`src/rtl/board_reset_seq_pkg.sv`:
```
`default_nettype none
// ============================================================================
// Module      : board_reset_seq_pkg
// Description : Shared types and constants for the board power-up / reset
//               sequencer: state encoding, PLL-reset pulse length, default
//               delay settings and a saturating 8-bit counter helper.
// Revision    : 1.0 - initial release
// ============================================================================
package board_reset_seq_pkg;

    // Sequencer states; the encoding is visible on the seq_state output.
    typedef enum logic [2:0] {
        S_VCXO   = 3'd0,
        S_LOCK   = 3'd1,
        S_PHY    = 3'd2,
        S_REL    = 3'd3,
        S_RUN    = 3'd4,
        S_PLLRST = 3'd5
    } seq_state_e;

    // Length of the MMCM reset pulse issued after a lock-wait timeout.
    localparam int PLLRST_LEN = 16;

    // Default sequencing parameters for a typical carrier.
    localparam int DEF_N_DOM     = 4;
    localparam int DEF_DLY_W     = 16;
    localparam int DEF_VCXO_DLY  = 1000;
    localparam int DEF_PHY_DLY   = 2000;
    localparam int DEF_STAGGER   = 16;
    localparam int DEF_LOCK_FILT = 8;
    localparam int DEF_TIMEOUT   = 50000;

    // Increment an 8-bit event counter, sticking at 255.
    function automatic logic [7:0] sat_inc8(input logic [7:0] value);
        return (value == 8'hFF) ? value : value + 8'd1;
    endfunction

endpackage
`default_nettype wire

```
`src/rtl/board_reset_seq_lock.sv`:
```
`default_nettype none
// ============================================================================
// Module      : lock_filter
// Description : Brings the asynchronous MMCM lock indication into the
//               sequencer clock domain through a two-flop synchroniser and
//               only reports lock once it has been stable for LOCK_FILT
//               consecutive cycles. A single low sample drops lock_ok on the
//               next cycle.
// Revision    : 1.0 - initial release
// ============================================================================
module lock_filter
    import board_reset_seq_pkg::*;
#(
    parameter int LOCK_FILT = DEF_LOCK_FILT
) (
    input  logic clk,
    input  logic rst_n,
    input  logic pll_locked,
    output logic lock_ok
);

    // Run counter only needs to reach LOCK_FILT-1; it saturates there.
    localparam int c_run_w = (LOCK_FILT < 2) ? 1 : $clog2(LOCK_FILT);
    localparam logic [c_run_w-1:0] c_run_max = c_run_w'(LOCK_FILT - 1);

    logic               r_sync_meta;
    logic               r_sync;
    logic [c_run_w-1:0] r_run;
    logic               r_lock_ok;

    generate
        if (LOCK_FILT < 1) begin : g_err_lock_filt
            $error("lock_filter: LOCK_FILT must be at least 1");
        end
    endgenerate

    // Two-flop synchroniser for the asynchronous lock input.
    always_ff @(posedge clk or negedge rst_n) begin
        if (!rst_n) begin
            r_sync_meta <= 1'b0;
            r_sync      <= 1'b0;
        end else begin
            r_sync_meta <= pll_locked;
            r_sync      <= r_sync_meta;
        end
    end

    // Count consecutive high samples; lock is accepted on the LOCK_FILT-th.
    always_ff @(posedge clk or negedge rst_n) begin
        if (!rst_n) begin
            r_run     <= '0;
            r_lock_ok <= 1'b0;
        end else if (!r_sync) begin
            r_run     <= '0;
            r_lock_ok <= 1'b0;
        end else begin
            r_lock_ok <= (r_run == c_run_max);
            if (r_run != c_run_max) begin
                r_run <= r_run + c_run_w'(1);
            end
        end
    end

    assign lock_ok = r_lock_ok;

endmodule
`default_nettype wire

```
`src/rtl/board_reset_seq.sv`:
```
`default_nettype none
// ============================================================================
// Module      : board_reset_seq
// Description : Power-up and reset sequencer for carrier top levels. Enables
//               the VCXO, waits for filtered MMCM lock, pulses the Ethernet
//               PHY reset, then releases N_DOM domain resets in a fixed
//               staggered order. Lock loss re-sequences from the lock wait;
//               a software pulse re-sequences from the PHY reset.
//               Optional macro RSTSEQ_LOCK_TIMEOUT_EN adds a lock-wait
//               timeout that pulses pll_reset and a retry_cnt output.
// Revision    : 1.0 - initial release
// ============================================================================
module board_reset_seq
    import board_reset_seq_pkg::*;
#(
    parameter int N_DOM     = DEF_N_DOM,
    parameter int DLY_W     = DEF_DLY_W,
    parameter int VCXO_DLY  = DEF_VCXO_DLY,
    parameter int PHY_DLY   = DEF_PHY_DLY,
    parameter int STAGGER   = DEF_STAGGER,
    parameter int LOCK_FILT = DEF_LOCK_FILT,
    parameter int TIMEOUT   = DEF_TIMEOUT
) (
    input  logic             clk,
    input  logic             rst_n,
    input  logic             pll_locked,
    input  logic             sw_reseq,
    output logic             vcxo_en,
    output logic             pll_reset,
    output logic             phy_rstn,
    output logic [N_DOM-1:0] dom_rst_n,
    output logic             seq_done,
    output logic [2:0]       seq_state,
    output logic [7:0]       lock_loss_cnt
`ifdef RSTSEQ_LOCK_TIMEOUT_EN
    ,
    output logic [7:0]       retry_cnt
`endif
);

    localparam longint c_dly_lim = longint'(1) << DLY_W;

    localparam logic [DLY_W-1:0] c_vcxo_dly = DLY_W'(VCXO_DLY);
    localparam logic [DLY_W-1:0] c_phy_last = DLY_W'(PHY_DLY - 1);
    localparam logic [DLY_W-1:0] c_rel_end  = DLY_W'(STAGGER * N_DOM);
`ifdef RSTSEQ_LOCK_TIMEOUT_EN
    localparam logic [DLY_W-1:0] c_timeout     = DLY_W'(TIMEOUT);
    localparam logic [DLY_W-1:0] c_pllrst_last = DLY_W'(PLLRST_LEN - 1);
`endif

    // Every delay shares one counter, so each must fit its width.
    generate
        if (N_DOM < 1 || N_DOM > 16) begin : g_err_n_dom
            $error("board_reset_seq: N_DOM must be in 1..16");
        end
        if (DLY_W < 1 || DLY_W > 32) begin : g_err_dly_w
            $error("board_reset_seq: DLY_W must be in 1..32");
        end
        if (VCXO_DLY < 0 || VCXO_DLY >= c_dly_lim) begin : g_err_vcxo
            $error("board_reset_seq: VCXO_DLY does not fit DLY_W");
        end
        if (PHY_DLY < 1 || PHY_DLY >= c_dly_lim) begin : g_err_phy
            $error("board_reset_seq: PHY_DLY does not fit DLY_W");
        end
        if (STAGGER < 1 || STAGGER * N_DOM >= c_dly_lim) begin : g_err_stagger
            $error("board_reset_seq: STAGGER*N_DOM does not fit DLY_W");
        end
        if (TIMEOUT < 0 || TIMEOUT >= c_dly_lim) begin : g_err_timeout
            $error("board_reset_seq: TIMEOUT does not fit DLY_W");
        end
        if (PLLRST_LEN >= c_dly_lim) begin : g_err_pllrst
            $error("board_reset_seq: PLLRST_LEN does not fit DLY_W");
        end
    endgenerate

    seq_state_e       r_state;
    logic [DLY_W-1:0] r_cnt;
    logic             r_vcxo_en;
    logic             r_phy_rstn;
    logic [N_DOM-1:0] r_dom_rst_n;
    logic             r_seq_done;
    logic [7:0]       r_lock_loss_cnt;
`ifdef RSTSEQ_LOCK_TIMEOUT_EN
    logic             r_pll_reset;
    logic [7:0]       r_retry_cnt;
`endif

    logic             w_lock_ok;
    logic             w_lock_lost;
    logic             w_reseq;
    logic [DLY_W-1:0] w_cnt_inc;
    logic [N_DOM-1:0] w_rel_hit;

    lock_filter #(
        .LOCK_FILT (LOCK_FILT)
    ) u_lock_filter (
        .clk        (clk),
        .rst_n      (rst_n),
        .pll_locked (pll_locked),
        .lock_ok    (w_lock_ok)
    );

    assign w_cnt_inc = r_cnt + DLY_W'(1);

    // Lock loss only matters once the PHY sequence has started.
    assign w_lock_lost = !w_lock_ok &&
                         (r_state == S_PHY || r_state == S_REL || r_state == S_RUN);
    assign w_reseq     = sw_reseq && (r_state == S_REL || r_state == S_RUN);

    // Domain i is released when the counter reaches STAGGER*(i+1).
    generate
        for (genvar g = 0; g < N_DOM; g++) begin : g_rel
            localparam logic [DLY_W-1:0] c_rel_at = DLY_W'(STAGGER * (g + 1));
            assign w_rel_hit[g] = (w_cnt_inc == c_rel_at);
        end
    endgenerate

    // Sequencer state machine with registered outputs; lock loss beats sw_reseq.
    always_ff @(posedge clk or negedge rst_n) begin
        if (!rst_n) begin
            r_state         <= S_VCXO;
            r_cnt           <= '0;
            r_vcxo_en       <= 1'b0;
            r_phy_rstn      <= 1'b0;
            r_dom_rst_n     <= '0;
            r_seq_done      <= 1'b0;
            r_lock_loss_cnt <= 8'd0;
`ifdef RSTSEQ_LOCK_TIMEOUT_EN
            r_pll_reset     <= 1'b0;
            r_retry_cnt     <= 8'd0;
`endif
        end else begin
            r_vcxo_en <= 1'b1;
            if (w_lock_lost) begin
                r_state         <= S_LOCK;
                r_cnt           <= '0;
                r_phy_rstn      <= 1'b0;
                r_dom_rst_n     <= '0;
                r_seq_done      <= 1'b0;
                r_lock_loss_cnt <= sat_inc8(r_lock_loss_cnt);
            end else if (w_reseq) begin
                r_state     <= S_PHY;
                r_cnt       <= '0;
                r_phy_rstn  <= 1'b0;
                r_dom_rst_n <= '0;
                r_seq_done  <= 1'b0;
            end else begin
                case (r_state)
                    S_VCXO: begin
                        if (r_cnt == c_vcxo_dly) begin
                            r_state <= S_LOCK;
                            r_cnt   <= '0;
                        end else begin
                            r_cnt <= w_cnt_inc;
                        end
                    end
                    S_LOCK: begin
                        r_phy_rstn  <= 1'b0;
                        r_dom_rst_n <= '0;
                        r_seq_done  <= 1'b0;
                        if (w_lock_ok) begin
                            r_state <= S_PHY;
                            r_cnt   <= '0;
                        end
`ifdef RSTSEQ_LOCK_TIMEOUT_EN
                        else if (r_cnt == c_timeout) begin
                            r_state     <= S_PLLRST;
                            r_cnt       <= '0;
                            r_pll_reset <= 1'b1;
                            r_retry_cnt <= sat_inc8(r_retry_cnt);
                        end else begin
                            r_cnt <= w_cnt_inc;
                        end
`endif
                    end
                    S_PHY: begin
                        if (r_cnt == c_phy_last) begin
                            r_state    <= S_REL;
                            r_cnt      <= '0;
                            r_phy_rstn <= 1'b1;
                        end else begin
                            r_cnt <= w_cnt_inc;
                        end
                    end
                    S_REL: begin
                        if (r_cnt == c_rel_end) begin
                            r_state    <= S_RUN;
                            r_cnt      <= '0;
                            r_seq_done <= 1'b1;
                        end else begin
                            r_cnt       <= w_cnt_inc;
                            r_dom_rst_n <= r_dom_rst_n | w_rel_hit;
                        end
                    end
                    S_RUN: begin
                        r_seq_done <= 1'b1;
                    end
`ifdef RSTSEQ_LOCK_TIMEOUT_EN
                    S_PLLRST: begin
                        if (r_cnt == c_pllrst_last) begin
                            r_state     <= S_LOCK;
                            r_cnt       <= '0;
                            r_pll_reset <= 1'b0;
                        end else begin
                            r_cnt <= w_cnt_inc;
                        end
                    end
`endif
                    default: begin
                        r_state     <= S_LOCK;
                        r_cnt       <= '0;
                        r_phy_rstn  <= 1'b0;
                        r_dom_rst_n <= '0;
                        r_seq_done  <= 1'b0;
`ifdef RSTSEQ_LOCK_TIMEOUT_EN
                        r_pll_reset <= 1'b0;
`endif
                    end
                endcase
            end
        end
    end

    assign vcxo_en       = r_vcxo_en;
    assign phy_rstn      = r_phy_rstn;
    assign dom_rst_n     = r_dom_rst_n;
    assign seq_done      = r_seq_done;
    assign seq_state     = r_state;
    assign lock_loss_cnt = r_lock_loss_cnt;
`ifdef RSTSEQ_LOCK_TIMEOUT_EN
    assign pll_reset     = r_pll_reset;
    assign retry_cnt     = r_retry_cnt;
`else
    assign pll_reset     = 1'b0;
`endif

endmodule
`default_nettype wire

```
`config.mk`:
```
export PLATFORM = sky130hd
export DESIGN_NAME = board_reset_seq
export DESIGN_NICKNAME = d
export VERILOG_FILES = /design/src/rtl/board_reset_seq_pkg.sv /design/src/rtl/board_reset_seq_lock.sv /design/src/rtl/board_reset_seq.sv
export SDC_FILE = /design/constraint.sdc
export NUM_CORES = 1
export LEC_CHECK = 0
export BUFFER_PORTS_ARGS = -buffer_cell sky130_fd_sc_hd__buf_2
export CORE_AREA = 2 2 69 71
export DETAILED_ROUTE_END_ITERATION = 10
export DIE_AREA = 0 0 71 73
export PLACE_DENSITY = 0.77
export RECOVER_POWER = 100
export SLEW_MARGIN = 10
export SYNTH_ARGS = -nofsm -noshare
export SYNTH_HDL_FRONTEND = slang
export SYNTH_HIERARCHICAL = 1
export SYNTH_SLANG_ARGS = --single-unit
```
`constraint.sdc`:
```
create_clock -name clk -period 2.5 [get_ports clk]
set_clock_uncertainty 0.05 [all_clocks]
set_input_delay 0.25 -clock clk [delete_from_list [all_inputs] [get_ports clk]]
set_output_delay 0.25 -clock clk [all_outputs]
set_load 0.005 [all_outputs]
```
After elaboration in Yosys (flattened, before gate mapping)
Cells that the tools add are included.
{"block": "classes", "eq_ne": 24, "reduce_logical": 16, "mux": 29, "bitwise": 2, "n_addsub": 3}
{"operator": "$mux W16", "n": 6}
{"operator": "$pmux W16 S5", "n": 1}
{"operator": "$eq A16 B6 Y1 const B", "n": 2}
{"operator": "$eq A16 B7 Y1 const B", "n": 2}
{"operator": "$mux W3", "n": 8}
{"operator": "$add A16 B1 Y16 const B", "n": 1}
{"operator": "$eq A16 B10 Y1 const B", "n": 1}
{"operator": "$eq A16 B11 Y1 const B", "n": 1}
{"operator": "$eq A16 B5 Y1 const B", "n": 1}
{"operator": "$pmux W3 S5", "n": 1}
{"operator": "$mux W4", "n": 3}
{"operator": "$ne A4 B3 Y1 const B", "n": 3}
{"operator": "$reduce_and A2 Y1", "n": 5}
{"operator": "$ne A3 B1 Y1 const B", "n": 3}
{"operator": "$add A8 B1 Y8 const B", "n": 1}
{"operator": "$eq A8 B8 Y1 const B", "n": 1}
{"operator": "$ne A4 B4 Y1 const B", "n": 2}
{"operator": "$pmux W4 S2", "n": 1}
{"operator": "$mux W1", "n": 7}
{"operator": "$eq A3 B2 Y1 const B", "n": 2}
{"operator": "$eq A3 B3 Y1 const B", "n": 2}
{"operator": "$ne A3 B3 Y1 const B", "n": 2}
{"operator": "$reduce_or A3 Y1", "n": 2}
{"operator": "$reduce_and A5 Y1", "n": 1}
{"operator": "other kinds (12)", "n": 15}
{"block": "totals", "wordCells": 85, "in_bits": 4, "out_inout_bits": 19, "register_bits": 40}

Logic depth before layout (Yosys ltp)
Gate-level depths: netlist (run 1).
{"block": "depth", "depth_word": 7, "mapped_depth": 10, "ltp_nobuf": 8}

Modules after synthesis
The synthesis (run 1) kept the hierarchy.
{"mod": "board_reset_seq", "instances": 1, "cells_per_inst": 266, "seq_area_each_um2": 850.8, "area_each_um2": 2293.4}
{"mod": "lock_filter", "instances": 1, "cells_per_inst": 15, "seq_area_each_um2": 150.1, "area_each_um2": 230.2}

Worst setup path before layout (run 1)
Ideal clock, no wire load.
{"block": "synth_path", "path_kind": "reg-to-reg", "from": "reg r_cnt[0]", "to": "reg r_cnt[2]", "path_buffers": 2, "t_arrival_ns": 1.911, "t_required_ns": 2.314, "setup_slack_ns": 0.403, "period_less_slack_ns": 2.097, "path_stages_with_launch": 11, "cell_sequence": "dfrtp_1 clkbuf_1 inv_1 ha_1 nor4b_2 nand4_2 a31oi_4 nand2_4 buf_6 a21oi_1 a31oi_1"}
{"block": "synth_via", "elab_chain_cells": 5}
{"element": "from (decl)", "line": "board_reset_seq.sv:77", "rtl": "logic [DLY_W-1:0] r_cnt;"}
{"element": "from (signal assigned)", "line": "board_reset_seq.sv:154", "rtl": "r_cnt <= w_cnt_inc;"}
{"element": "from (signal assigned)", "line": "board_reset_seq.sv:182", "rtl": "r_cnt <= w_cnt_inc;"}
{"element": "from (signal assigned)", "line": "board_reset_seq.sv:191", "rtl": "r_cnt <= w_cnt_inc;"}
{"element": "$add A16 B1 Y16 (tied with other cells)", "line": "board_reset_seq.sv:103", "rtl": "assign w_cnt_inc = r_cnt + DLY_W'(1);"}
{"element": "$mux W16 (on tied branches)", "line": "board_reset_seq.sv:186, board_reset_seq.sv:150, board_reset_seq.sv:177"}
{"element": "$pmux W16 S5 (*)", "line": "board_reset_seq.sv:148", "rtl": "case (r_state)"}
{"element": "$mux W16 (*)", "line": "board_reset_seq.sv:141", "rtl": "end else if (w_reseq) begin"}
{"element": "$mux W16 (*)", "line": "board_reset_seq.sv:134", "rtl": "if (w_lock_lost) begin"}
Every way passes the cells marked *; elsewhere a longest branch is shown, timed or not.
A chain may end at the register's enable or synchronous reset.

Worst setup path after layout (run 1)
{"block": "layout_path", "from": "reg r_cnt[1]", "to": "reg r_state[0], in the netlist seq_state[0]"}
{"block": "layout_via", "elab_chain_cells": 3}
{"element": "$eq A16 B10 Y1 (tied with other cells)", "line": "board_reset_seq.sv:150", "rtl": "if (r_cnt == c_vcxo_dly) begin"}
{"element": "$ne A4 B4 Y1 (no source line) or $ne A4 B3 Y1 (tied branches)"}
{"element": "$reduce_and A5 Y1 (no source line) (*)"}
{"element": "to (signal assigned)", "line": "board_reset_seq.sv:142", "rtl": "r_state <= S_PHY;"}
{"element": "to (signal assigned)", "line": "board_reset_seq.sv:151", "rtl": "r_state <= S_LOCK;"}
{"element": "to (signal assigned)", "line": "board_reset_seq.sv:162", "rtl": "r_state <= S_PHY;"}
{"element": "to (decl)", "line": "board_reset_seq.sv:76", "rtl": "seq_state_e r_state;"}
Marks and branches as above.

==> results.json, run 1 <==
{
  "clock_path_buffers": 2,
  "area_growth_pct": 8.63,
  "hold_end": "u_lock_filter/r_sync_meta",
  "failed_checks": "max-capacitance violations, max-slew violations",
  "fin_total_pwr_mw": 1.53,
  "die_area_mm2": 0.00518,
  "setup_viol": 0,
  "multiInputGateArea_mm2": 0.00141,
  "holdPathStages": 1,
  "r2r-start": "r_cnt[1]",
  "htree_num_levels": 2,
  "drtIter0Drc": 267,
  "cts.sinks": 40,
  "io_pins": 23,
  "synth_edf_count": 0,
  "setup_slack_ns": 0.184,
  "nets": 311,
  "critPathCaptureType": "flop",
  "cellLeakagePower_nw": 1.19,
  "core_mm2": 0.00454,
  "layout-drive-gt1-share_pct": 14.6,
  "dr_total_vias": 2174,
  "hold_violations": 0,
  "dp_hpwl_mm": 4.06,
  "grtUsageTotal_pct": 23.9,
  "start_util_pct": 55.6,
  "grt_max_degree": 41,
  "pre_cts_ws_ns": 0.198,
  "status": "finished, violations left",
  "portBuffers": 21,
  "crit_arrival_ns": 2.49,
  "grt_pass1_wl_mm": 9.65,
  "cpPeakStageDelay_ns": 0.39,
  "cts.root.buffer_cell": "clkbuf_8",
  "max_freq_mhz": 432,
  "clk_latency_ns": 0.30,
  "vias_per_cell": 6.12,
  "slew_viol_final": 41,
  "relSlewSlack_pct": -35.3,
  "rows": 25,
  "cp_slowest_cell": "dfrtp_1",
  "ys.flop_type": "dfrtp_1",
  "layout.cells.most_common_list": "dfrtp_1 (40), nand2_1 (34), a21oi_1 (19), nor2_1 (18), buf_2 (15)",
  "max-vdd-ir-drop_uv": 389,
  "period_share_pct": 92.6,
  "ff_latch_area_mm2": 0.00100,
  "worstRegToRegCells": 9,
  "nFillCells": 401,
  "syn_area_mm2": 0.00252,
  "crit_path_start_kind": "flop",
  "cp.depth": 9,
  "cts_tree": "done",
  "crit_chain": "buf_4 > inv_1 > ha_1 > nor4b_2 > nand4_2 > a31oi_4 > nand2_8 > o21a_1 > a31oi_1",
  "fin_tns_setup_ns": 0,
  "crit_required_ns": 2.67,
  "yosysWarnings": 6,
  "drv_cap": 1,
  "crit_family": "simple AND/OR/NAND/NOR gates",
  "syn-num-nets": 291,
  "synth_cells": 281,
  "worst_pin_slew_ns": 2.03,
  "routabilityCongestion": 0.933,
  "final_cell_count_no_fill": 355,
  "crit_buf_inv": 2,
  "n_antenna_cell": 0,
  "place_inst": 348,
  "crit_type": "reg -> reg",
  "die_w_um": 71,
  "route.detailed.drc": 0,
  "r2r-end": "seq_state[0]",
  "min_from": "pll_locked",
  "ys_ff_latch": 40,
  "drtPass1Iterations": 7,
  "r2r_slack_ns": 0.18,
  "rsz0062_at_grt": "false",
  "grt_pass1_vias": 1960,
  "antenna_found_initial": 0,
  "antenna_left": 0,
  "fp.dieH_um": 73,
  "powerDensity_mw_per_mm2": 557,
  "synth.distinct_cells": 55,
  "wl_per_cell_um": 16.2,
  "crit_fanout": 27,
  "totalWireLength_mm": 5.74,
  "overflow": 0,
  "final.min_clock_period_ns": 2.32,
  "mostFrequentLayoutCell": "dfrtp_1",
  "syn_avg_cell_area_um2": 8.98,
  "synthArstFlopShare_pct": 100,
  "ys_seq_area_share_pct": 39.7,
  "cts-buffers-inserted": 5,
  "hold_path_class": "in -> reg",
  "clkTransAtPathRegs_ns": 0.08
}
worst max-delay path by stage:
stage	from	endpoint
after floorplan	r_cnt[0]	r_cnt[2]
after global placement	r_cnt[3]	dom_rst_n[0]
after detailed placement	r_cnt[3]	dom_rst_n[0]
after CTS	r_cnt[3]	dom_rst_n[0]
after global routing	r_cnt[1]	seq_state[0]
final	r_cnt[1]	seq_state[0]
timing repair:
item                       in CTS  in global routing
gates resized for setup         0                  3
hold buffers                    0                  0
hold endpoints to repair        0                  0
buffers inserted                0                  0
setup endpoints to repair       0                  4
registers in the layout, indices dropped and copies added, names as in the netlist, 3 cells and up:
register             cells
u_lock_filter/r_run      3
r_cnt                   16
dom_rst_n                4
lock_loss_cnt            8
seq_state                3
power breakdown:
part           switching [mW]  internal (mW)  total (mW)  leakage (nW)
clock network           0.225          0.189       0.414        0.0400
registers              0.0912          0.695       0.786         0.520
logic                   0.205          0.122       0.327         0.626
routing by layer:
| metal | vias up | wire length, um | track usage [%] |
|---|---|---|---|
| met2 | 61 | 2750 | 37.0 |
| li1 | 1057 | - | - |
| met5 | - | 0 | 0 |
| met3 | 7 | 245 | 4.56 |
| met4 | 0 | 74 | 7.76 |
| met1 | 1049 | 2670 | 34.1 |
cells by family after synthesis:
| logic type | count (synthesis) | share of synthesized area (%) |
|---|---|---|
| AOI/OAI and AO/OA | 69 | 18.1 |
| xor gates and xnor gates | 13 | 4.51 |
| adders and majority gates | 6 | 2.97 |
| buffers and inverters | 23 | 5.26 |
| DFF | 40 | 39.7 |
| muxes | 6 | 2.53 |
| other | 2 | 0.298 |
| and+or+nand+nor | 122 | 26.6 |
cell usage after synthesis, types with 8 or more instances:
cell	number	area share, %
a21oi_1	19	3.8
a31oi_1	13	3.2
dfrtp_1	40	40
nand2_1	34	5.1
nand3_1	13	2.6
nand4_1	14	3.5
nor2_1	18	2.7
nor3_1	8	1.6
o21ai_0	9	1.8
xnor2_1	8	2.8
stage by stage:
| step | util (%) | hold slack (ns) | instance area [um^2] |
|---|---|---|---|
| final | 60.4 | 0.0251 | 2740 |
| after global routing | 60.4 | 0.0258 | 2740 |
| after CTS | 60.3 | 0.0155 | 2740 |
| after detailed placement | 58.5 | 0.321 | 2650 |
| after global placement | 58.5 | 0.285 | 2650 |
| after floorplan | - | -0.0956 | 2520 |
cell type report:
cell class	count	share of cell area, %
timing repair buffer	30	5.89
tap	54	2.46
clock inverter	2	0.456
inverter	6	0.822
sequential	40	36.5
multi-input combinational	218	51.3
clock buffer	5	2.51
No activity file was read; power rests on OpenSTA's default activity.
==> run 2: changes to the inputs <==
Settings changed: ABC_AREA set to 1, CORE_AREA 2 2 69 71 to 2 2 68 70, DIE_AREA 0 0 71 73 to 0 0 70 72, SLEW_MARGIN 10 to unset.
==> run 2 against run 1 <==
The run still ends with max-capacitance violations, max-slew violations left. Count of clock-buffer cells in the layout up 1. Wire length shrank 13%. Synthesized cell count increased by 12%. Utilization rose by 0.86 points. Cell count increased by 11%. Via count is 3.4% lower. Worst setup slack gained 0.17 ns. Total power decreased by 26%. Sequential share of layout area is 1.8 points higher. Combinational power down 93%. Critical endpoint is now seq_state[2].
==> results.json, run 2 <==
{
  "synth_fa_ha_area_share_pct": 3.06,
  "dr_total_vias": 2099,
  "antenna_left": 0,
  "critPathCaptureType": "flop",
  "die_w_um": 70,
  "n_antenna_cell": 0,
  "syn_avg_cell_area_um2": 7.80,
  "ys.flop_type": "dfrtp_1",
  "routabilityCongestion": 0.955,
  "portBuffers": 21,
  "clk_latency_ns": 0.30,
  "crit_type": "reg -> reg",
  "failed_checks": "max-capacitance violations, max-slew violations",
  "largest_register_ffs": 16,
  "cts.sinks": 40,
  "max_freq_mhz": 465,
  "hold_path_class": "in -> reg",
  "postPlaceCellArea_mm2": 0.00259,
  "fin_total_pwr_mw": 1.13,
  "syn-num-nets": 324,
  "clkTransAtPathRegs_ns": 0.07,
  "setup_slack_ns": 0.350,
  "synth.distinct_cells": 33,
  "max-vdd-ir-drop_uv": 260,
  "synth_common_cells": "nand2_1 (73), dfrtp_1 (40), inv_1 (38)",
  "cts_tree": "done",
  "grt_pass1_wl_mm": 9.02,
  "htree_num_levels": 2,
  "nets": 350,
  "synth_most_common_cell": "nand2_1",
  "utilization_pct": 61.3,
  "dp_hpwl_mm": 3.80,
  "cts_hold_buf": 0,
  "syn_area_mm2": 0.00245,
  "period_share_pct": 86.0,
  "slew_viol_final": 41,
  "die_area_mm2": 0.00504,
  "muxShareOfSynthArea_pct": 0.460,
  "layout.cells.most_common_list": "nand2_1 (74), inv_1 (43), dfrtp_1 (40), nand3_1 (38), nor2_1 (34)",
  "synth_edf_count": 0,
  "grt_max_degree": 41,
  "design_area_mm2": 0.00261,
  "fin_tns_setup_ns": 0,
  "yosys.area.top_type": "dfrtp_1",
  "crit_arrival_ns": 2.31,
  "synth_top_family_by_area": "simple AND/OR/NAND/NOR gates",
  "yosysWarnings": 6,
  "crit_path_start_kind": "flop",
  "pre_cts_ws_ns": 0.414,
  "synth_cells": 314,
  "drtPass1Iterations": 4,
  "final.min_clock_period_ns": 2.15,
  "worst_pin_slew_ns": 2.12,
  "ys_seq_area_share_pct": 40.9,
  "relSlewSlack_pct": -41.6,
  "overflow": 0,
  "totalWireLength_mm": 4.97,
  "powerDensity_mw_per_mm2": 433,
  "setup_viol": 0,
  "start_util_pct": 57.5,
  "yosysTopAreaCellShare_pct": 40.9,
  "clock_path_buffers": 2,
  "io_pins": 23,
  "mostFrequentLayoutCell": "nand2_1",
  "grtUsageTotal_pct": 22.4,
  "area_growth_pct": 6.69,
  "cts-buffers-inserted": 5,
  "crit_fanout": 17,
  "top_register": "r_cnt",
  "vias_per_cell": 5.34,
  "core_mm2": 0.00426,
  "post_cts_buffers": 0,
  "wl_per_cell_um": 12.6,
  "layout-drive-gt1-share_pct": 13.2,
  "hold_violations": 0,
  "yosys.area_share.simple_pct": 31.7,
  "ctsResizeCount": 0,
  "ys_ff_latch": 40,
  "status": "finished, violations left",
  "cellLeakagePower_nw": 1.33,
  "place_inst": 385,
  "rsz0062_at_grt": "false",
  "drtIter0Drc": 83,
  "fp.dieH_um": 72,
  "synth-xor-area-share_pct": 3.58,
  "rows": 24,
  "synth_compound_gate_area_share_pct": 11.1,
  "crit_required_ns": 2.66,
  "antenna_found_initial": 0,
  "grt_pass1_vias": 2068,
  "route.detailed.drc": 0,
  "drv_cap": 1,
  "final_cell_count_no_fill": 393,
  "synth_area_leaders": "dfrtp_1 (41%), nand2_1 (11%), nand3_1 (7.6%)",
  "cts.root.buffer_cell": "clkbuf_8",
  "hold_slack_ns": 0.0174,
  "synthArstFlopShare_pct": 100
}
[run 2: power breakdown]
part	switching (mW)	internal (mW)	total (mW)	leakage (nW)
clock	0.231	0.220	0.451	0.0510
sequential	0.00432	0.653	0.657	0.526
combinational	0.0184	0.00578	0.0242	0.754
total	0.253	0.879	1.13	1.33
[run 2: final cells by class]
cell class              count  area [um^2]
clock buffers               6         82.6
repair buffers             22          103
inverters                  47          184
flip-flops and latches     40         1000
well taps                  52         65.1
fillers                   390         1650
clock inverters             2         10.0
multi-input cells         224         1170
[run 2: routing by layer]
| metal | global-route usage, % | part of all wire, % | vias to the layer above |
|---|---|---|---|
| li1 | - | - | 1065 |
| met1 | 28.4 | 44 | 973 |
| met2 | 38.6 | 50 | 49 |
| met3 | 3.75 | 3.5 | 12 |
| met4 | 8.55 | 2.5 | 0 |
| met5 | 0 | 0 | - |
[run 2: cell families after synthesis]
logic type	count (synthesis)
and+or+nand+nor	170
buffers and inverters	50
DFF	40
AOI/OAI and AO/OA	35
xor gates and xnor gates	10
adders and majority gates	6
other	2
muxes	1
[run 2: worst max-delay path, cell delays in order, from the launching register on]
cell     delay [ns]
dfrtp_1        0.43
inv_1          0.20
nand3_1        0.17
a21oi_1        0.28
inv_1          0.19
nand2_4        0.13
inv_6          0.06
nand2_4        0.06
o21ai_2        0.07
inv_4          0.17
nand2_1        0.12
o21ai_0        0.15
[run 2: path summary, 6_finish.rpt]
| check | start | to | slack (ns) | cells past startpoint |
|---|---|---|---|---|
| setup reg to reg | seq_state[0] | seq_state[2] | 0.35 | 11 |
| max in group asynchronous | rst_n | lock_loss_cnt[6] | 0.67 | 1 |
| setup / recovery | seq_state[0] | seq_state[2] | 0.35 | 11 |
| hold reg to reg | u_lock_filter/r_sync_meta | u_lock_filter/r_sync | 0.31 | 0 |
| hold / removal | pll_locked | u_lock_filter/r_sync_meta | 0.02 | 1 |
| min in group asynchronous | rst_n | r_cnt[10] | 0.51 | 1 |
==> run 3: changes to the inputs <==
Settings changed: CORE_AREA 2 2 68 70 to 2 2 78 61, DIE_AREA 0 0 70 72 to 0 0 80 63, PLACE_DENSITY 0.77 to 0.78.
==> run 3 against run 2 <==
The run still ends with max-capacitance violations, max-slew violations left. Maximum frequency decreased by 3.0%. Count of clock-buffer cells in the layout unchanged. Non-clock buffer count increased by 1. Via count increased by 2.8%. Largest power group unchanged.
==> results.json, run 3 (synthesis results as in run 2) <==
{
  "crit_family": "compound AO/OA/AOI/OAI gates",
  "grt_pass1_wl_mm": 9.54,
  "crit_path_start_kind": "flop",
  "crit_arrival_ns": 2.38,
  "overflow": 0,
  "mostFrequentLayoutCell": "nand2_1",
  "post_cts_buffers": 0,
  "cp_slowest_cell": "dfrtp_1",
  "crit_buf_inv": 4,
  "clkTransAtPathRegs_ns": 0.08,
  "area_growth_pct": 8.02,
  "grt_max_degree": 41,
  "grt_pass1_vias": 2034,
  "drtIter0Drc": 236,
  "cts_tree": "done",
  "hold_violations": 0,
  "vias_per_cell": 5.41,
  "layout.cells.most_common_list": "nand2_1 (74), inv_1 (41), dfrtp_1 (40), nand3_1 (37), nor2_1 (34)",
  "max_freq_mhz": 451,
  "totalWireLength_mm": 5.37,
  "routabilityCongestion": 0.950,
  "rows": 21,
  "grtUsageTotal_pct": 24.3,
  "powerDensity_mw_per_mm2": 456,
  "die_area_mm2": 0.00504,
  "status": "finished, violations left",
  "clk_latency_ns": 0.30,
  "crit_required_ns": 2.67,
  "cts.sinks": 40,
  "die_w_um": 80,
  "drtPass1Iterations": 5,
  "portBuffers": 21,
  "wl_per_cell_um": 13.5,
  "hold_path_class": "reg -> reg",
  "relSlewSlack_pct": -40.2,
  "dr_total_vias": 2157,
  "top_register": "r_cnt",
  "largest_register_ffs": 16,
  "cts-buffers-inserted": 5,
  "rsz0062_at_grt": "false",
  "cts.root.buffer_cell": "clkbuf_8",
  "critPathCaptureType": "flop",
  "cpPeakStageDelay_ns": 0.43,
  "route.detailed.drc": 0,
  "setup_viol": 0,
  "htree_num_levels": 2,
  "core_mm2": 0.00431,
  "n_antenna_cell": 0,
  "crit_fanout": 17,
  "period_share_pct": 88.6,
  "fin_total_pwr_mw": 1.21,
  "antenna_found_initial": 0,
  "dp_hpwl_mm": 4.05,
  "drv_cap": 1,
  "slew_viol_final": 41,
  "nets": 351,
  "final.min_clock_period_ns": 2.22,
  "failed_checks": "max-capacitance violations, max-slew violations",
  "clock_path_buffers": 2,
  "max-vdd-ir-drop_uv": 313,
  "io_pins": 23,
  "fp.dieH_um": 63,
  "cellLeakagePower_nw": 1.34,
  "antenna_left": 0,
  "crit_chain": "inv_2 > nand3_2 > a21oi_1 > inv_2 > nand2_4 > inv_6 > nand2_4 > o21ai_1 > inv_4 > nand2_1 > o21bai_1",
  "layout-drive-gt1-share_pct": 14.0,
  "worst_pin_slew_ns": 2.10,
  "crit_type": "reg -> reg",
  "fin_tns_setup_ns": 0,
  "start_util_pct": 56.9
}
## run 3: cell count changes in the layout (fill, tap and decap cells not counted), sizes merged
cell	before	now
buf	14	17
bufinv	0	1
clkbuf	14	11
clkinv	2	1
dlygate4sd3	0	1
## run 3: metrics by stage
stage	setup slack (ns)	utilization (%)	hold WS, ns	std cells	instance area (um^2)
finish	0.284	61.4	0.305	399	2650
floorplan	0.826	-	-0.0956	314	2450
global route	0.122	61.4	0.310	399	2650
detailed placement	0.389	60.3	0.290	390	2600
CTS	0.353	62.8	0.00538	398	2710
global placement	0.531	60.3	0.286	390	2600
## run 3: per-layer routing
metal	up-vias	track usage, %	routed length [um]
li1	1063	-	-
met1	995	37.8	2660
met2	86	34.1	2250
met3	13	4.48	380
met4	0	7.20	82
met5	-	0	0
## run 3: power breakdown
group,internal (mW),leakage (nW),switching (mW)
clock,0.296,0.0552,0.229
sequential,0.653,0.526,0.00431
combinational,0.00691,0.764,0.0187
## run 3: path summary, 6_finish.rpt
| check | end | slack (ns) | depth (start not counted) | startpoint |
|---|---|---|---|---|
| worst max-delay path | seq_state[1] | 0.28 | 11 | seq_state[0] |
| worst min-delay path | u_lock_filter/r_sync | 0.31 | 0 | u_lock_filter/r_sync_meta |
| worst max register to register | seq_state[1] | 0.28 | 11 | seq_state[0] |
| worst min register to register | u_lock_filter/r_sync | 0.31 | 0 | u_lock_filter/r_sync_meta |
| max in group asynchronous | seq_state[1] | 0.69 | 1 | rst_n |
| min in group asynchronous | r_cnt[9] | 0.51 | 1 | rst_n |
## run 3: area by class of cell
| cell class | instances | area (um^2) |
|---|---|---|
| timing repair buffer | 23 | 115 |
| multi-input combinational | 224 | 1170 |
| clock buffer | 6 | 72.6 |
| inverter | 47 | 184 |
| clock inverter | 2 | 35.0 |
| tap | 57 | 71.3 |
| sequential | 40 | 1000 |
| fill | 385 | 1660 |
## run 3: worst reg2reg max path: stages (launching register included)
cell and delay, ns:
dfrtp_1 0.43, inv_2 0.15, nand3_2 0.12, a21oi_1 0.39
inv_2 0.15, nand2_4 0.12, inv_6 0.06, nand2_4 0.05
o21ai_1 0.12, inv_4 0.20, nand2_1 0.13, o21bai_1 0.15
## run 3: what timing repair did
item | 4_1_cts | 5_1_grt
hold buffers | 0 | 1
gates resized for setup | 0 | 0
endpoints found under the hold margin | 0 | 1
